--- src/rtl/demux1x16_tdm.sv ---
// Time-division 1:N demultiplexer: collects a framed serial stream into a shadow
// register and presents each completed frame on out with a one-cycle out_valid strobe.
module demux1x16_tdm #(
    parameter int N_OUT = 16,
    parameter int SEL_W = 4
) (
    input  logic             clk,
    input  logic             rst,
    input  logic             in,
    input  logic             in_valid,
    input  logic             start,
    output logic [N_OUT-1:0] out,
    output logic             out_valid,
    output logic             busy,
    output logic [SEL_W-1:0] slot,
    output logic             err
);

    localparam logic [0:0] IDLE    = 1'b0;
    localparam logic [0:0] COLLECT = 1'b1;

    localparam logic [SEL_W-1:0] LAST_SLOT = SEL_W'(N_OUT - 1);

    logic [0:0]       state;
    logic [N_OUT-1:0] shadow;
    logic [N_OUT-1:0] frame_done;
    logic [N_OUT-1:0] frame_first;

    // Completed frame takes the final bit straight from the input, not via shadow.
    always_comb begin
        frame_done            = shadow;
        frame_done[N_OUT-1]   = in;
        frame_first           = '0;
        frame_first[0]        = in;
    end

    always_ff @(posedge clk) begin
        if (rst) begin
            state     <= IDLE;
            shadow    <= '0;
            out       <= '0;
            slot      <= '0;
            out_valid <= 1'b0;
            err       <= 1'b0;
        end else begin
            out_valid <= 1'b0;
            err       <= 1'b0;
            if (in_valid) begin
                case (state)
                    IDLE: begin
                        if (start) begin
                            shadow <= frame_first;
                            slot   <= SEL_W'(1);
                            state  <= COLLECT;
                        end
                    end
                    COLLECT: begin
                        if (start) begin
                            // Abort restarts collection with this bit as slot 0.
                            err    <= 1'b1;
                            shadow <= frame_first;
                            slot   <= SEL_W'(1);
                        end else if (slot == LAST_SLOT) begin
                            out       <= frame_done;
                            out_valid <= 1'b1;
                            shadow    <= frame_done;
                            slot      <= '0;
                            state     <= IDLE;
                        end else begin
                            shadow[slot] <= in;
                            slot         <= slot + SEL_W'(1);
                        end
                    end
                    default: begin
                        state <= IDLE;
                        slot  <= '0;
                    end
                endcase
            end
        end
    end

    assign busy = (state == COLLECT);

endmodule

--- config.mk ---
export PLATFORM = sky130hd
export DESIGN_NAME = demux1x16_tdm
export DESIGN_NICKNAME = d
export VERILOG_FILES = /design/src/rtl/demux1x16_tdm.sv
export SDC_FILE = /design/constraint.sdc
export NUM_CORES = 1
export LEC_CHECK = 0
export CAP_MARGIN = 10
export CORE_ASPECT_RATIO = 1.2
export CORE_UTILIZATION = 40
export DETAILED_ROUTE_END_ITERATION = 12
export GPL_TIMING_DRIVEN = 0
export PLACE_DENSITY = 0.67
export SLEW_MARGIN = 10
export SYNTH_ARGS = -nofsm -noshare
export SYNTH_HDL_FRONTEND = slang
export SYNTH_SLANG_ARGS = --single-unit
export TNS_END_PERCENT = 1
--- constraint.sdc ---
create_clock -name clk -period 2.3 [get_ports clk]
set_clock_uncertainty 0.1 [all_clocks]
set_input_delay 0.23 -clock clk [delete_from_list [all_inputs] [get_ports clk]]
set_output_delay 0.23 -clock clk [all_outputs]
set_load 0.05 [all_outputs]
==> run_results.csv <==
group,metric,value,unit
clocking,clockBufferDepth,2,
synth,syn_nets,219,
clocking,ctsResizeCount,0,
clocking,cts_setup_buffers,0,
layout,register_area,760.7,sq um
placement,place.port_buffers,27,
sta,period_needed,1.962,ns
global_routing,grt_pass1_wl,6.292,mm
layout,layout-drive-gt1-share,8.980,%
setup_path,cp_max_fo,9,
layout,final_nets,253,
min_path,whs_path_depth,2,
clocking,cts_tree,"done",
setup_path,path_delay_family,"buffers and inverters",
floorplan,dieArea,0.004581,sq mm
clocking,ctsHoldBuffers,0,
synth,ys_seq_area_share,44.09,%
layout,syn_to_final_growth,24.87,%
sta,rsz0062_at_grt,"false",
global_routing,gr-usage-all-layers,18.68,%
clocking,path_clk_slew,0.08,ns
detailed_routing,wl,3.868,mm
placement,dpl.hpwl,2.831,mm
setup_path,crit_buf_inv,1,
min_path,min-delay-start,"shadow[7]$_SDFFE_PP0P_",
detailed_routing,drt_iter0_drc,82,
global_routing,grt_pass1_vias,1309,
flow_run,cap_viol_max_count,0,
synth,yosysTopAreaCellShare,44.09,%
layout,fin_area,0.002155,sq mm
floorplan,ios,28,
synth,yosys_most_used_dff,"dfxtp_1",
setup_path,path_cells,"clkdlybuf4s50_1",
placement,placed_area,0.002063,sq mm
sta,worstMarginPinSlew,0.5034,ns
setup_path,crit_path_end_kind,"output port",
setup_path,crit_path_top_delay_cell,"clkdlybuf4s50_1",
layout,postLayoutCoreUtil,53.40,%
setup_path,r2r-start,"slot[0]$_SDFFE_PP0P_",
synth,syn_inst,210,
detailed_routing,routedWlPerCell,12.94,microns
pwr,power_leakage,0.7262,nW
synth,yosys_warnings,0,
layout,num_antenna_cells,0,
placement,place_congestion,0.8888,
sta,hold_viol,0,
sta,slew_headroom,66.44,%
detailed_routing,dr.pass1.iters,4,
sta,slew_viol_final,0,
sta,fin_tns_setup,0,ns
clocking,insertion_delay,0.29,ns
setup_path,worstSetupPathType,"reg2out",
layout,multi_input_area,840.8,sq um
global_routing,antenna_found_initial,0,
sta,max_freq,0.5097,GHz
clocking,numCtsBuffers,5,
min_path,min_to,"out[7]$_SDFFE_PP0P_",
pwr,p_per_area,570.2,mW/mm^2
setup_path,critPathArrivalTime,1.63,ns
synth,syn-mean-instance-area,8.216,sq um
setup_path,reg2reg_depth,7,
detailed_routing,route.vias.total,1519,
floorplan,start_util,42.76,%
setup_path,r2r_setup_slack,0.37,ns
synth,syn_area,0.001725,sq mm
setup_path,startpoint_type,"flop",
global_routing,overflow,0,
pwr,total_power,1.228,mW
clocking,cts_root_buf,"clkbuf_8",
setup_path,reg2reg_to,"out[10]$_SDFFE_PP0P_",
synth,ys_async_sr_fraction,0,%
synth,ys_seq_elements,38,
synth,synth_top_cell_by_area,"dfxtp_1",
sta,setup_viol,0,
layout,final_cells,299,
min_path,min_path_type,"reg2reg",
detailed_routing,vias_per_cell,5.080,
floorplan,die_height,73.95,microns
pwr,peakVddDrop,0.0002216,V
clocking,clock_sinks,38,
synth,yosysMostFrequentCell,"nand2_1",
floorplan,core,0.004035,sq mm
placement,dpl.cell_count,291,
floorplan,core.rowCount,25,
run_status,status,"complete, no violations",
synth,synth_commonest_cells,"nand2_1, dfxtp_1, a21oi_1",
detailed_routing,ant_nets,0,
detailed_routing,route.detailed.drc,0,
setup_path,required,1.97,ns
clocking,htree_levels,2,
floorplan,chipWidth,61.96,microns
global_routing,grt_max_degree,12,
layout,nFillCells,398,
setup_path,crit_path_max_incr_delay,0.86,ns
sta,finalCritPeriodShare,85.31,%
synth,ys_types,35,
synth,synthTopCellsByArea,"dfxtp_1, nand2_1, a21oi_1",
synth,synth_edf_count,0,
==> kinds of logic (layout without fill, tap and decap cells) <==
kind of cell | after synthesis | after routing | share of synthesized area, %
multiplexers | 2 | 2 | 1.160
adder cells (fa/ha/maj) | 4 | 4 | 2.901
flip-flops | 38 | 38 | 44.09
buffers and inverters | 24 | 59 | 7.179
AND/OR/NAND/NOR | 80 | 80 | 22.70
AO/OA/AOI/OAI | 62 | 62 | 21.97
==> per-layer routing <==
layer / vias to the layer above / track usage, % / share of wire [%]
met5: - / 0 / 0
met4: 0 / 6.667 / 2.0
met3: 9 / 3.652 / 3.5
met2: 40 / 30.38 / 48
met1: 676 / 24.27 / 46
li1: 794 / - / -
==> worst min-delay path: cells and delay by family (launching register included) <==
family           cells  cell delay, ns
AND/OR/NAND/NOR      1            0.05
AO/OA/AOI/OAI        1            0.05
flip-flops           1            0.31
==> per-stage QoR <==
step / setup slack (ns) / hold slack, ns
finish: 0.3379 / 0.3490
global route: 0.1706 / 0.3683
CTS: 0.3251 / 0.3505
detailed placement: 0.1873 / 0.3380
global placement: 0.2040 / 0.3355
floorplan: 0.2455 / 0.2277
==> sequential cells by signal, summed over array words and instances, names as in the netlist <==
register and cells:
busy 1, err 1, out 16, out_valid 1, shadow 15, slot 4
==> cell usage in the layout, fill, tap and decap left out, types with 2 or more instances in the layout <==
| cell | n |
|---|---|
| nand2b_1 | 7 |
| a311oi_1 | 2 |
| clkbuf_8 | 6 |
| a211oi_1 | 4 |
| ha_1 | 4 |
| buf_4 | 2 |
| clkdlybuf4s50_1 | 27 |
| buf_6 | 3 |
| o32ai_1 | 6 |
| nand2_1 | 46 |
| nor2_1 | 6 |
| and2_1 | 2 |
| nand3_1 | 4 |
| a21oi_1 | 34 |
| mux2i_1 | 2 |
| nor2b_1 | 4 |
| and4b_1 | 2 |
| dfxtp_1 | 38 |
| o21ai_0 | 10 |
| clkbuf_1 | 9 |
| buf_2 | 3 |
| inv_1 | 8 |
==> cell type report <==
cell class	count	share of cell area (%)
Multi-Input combinational cell	148	39.02
Sequential cell	38	35.31
Timing Repair Buffer	27	12.54
Buffer	16	4.355
Clock buffer	7	4.007
Tap cell	54	3.136
Inverter	8	1.394
Clock inverter	1	0.2323
==> where the power goes <==
group          total [mW]  internal, mW  switching [mW]  leakage (nW)
Sequential          0.667         0.662         0.00585         0.307
Clock               0.473         0.242           0.231        0.0482
Combinational      0.0881        0.0313          0.0568         0.371
Total                1.23         0.935           0.294         0.726
==> how the worst max path moves through the flow <==
stage | slack (ns) | cells after the start | start | to
2_1_floorplan | 0.25 | 7 | slot[0]$_SDFFE_PP0P_ | out[4]$_SDFFE_PP0P_
5_1_grt | 0.17 | 7 | slot[0]$_SDFFE_PP0P_ | out[11]$_SDFFE_PP0P_
6_report | 0.34 | 1 | busy$_SDFFE_PP0P_ | busy
4_1_cts | 0.33 | 7 | slot[0]$_SDFFE_PP0P_ | out[15]$_SDFFE_PP0P_
3_3_place_gp | 0.20 | 7 | in_valid | out[4]$_SDFFE_PP0P_
3_5_place_dp | 0.19 | 7 | in_valid | out[15]$_SDFFE_PP0P_
(Power assumes the default switching activity.)
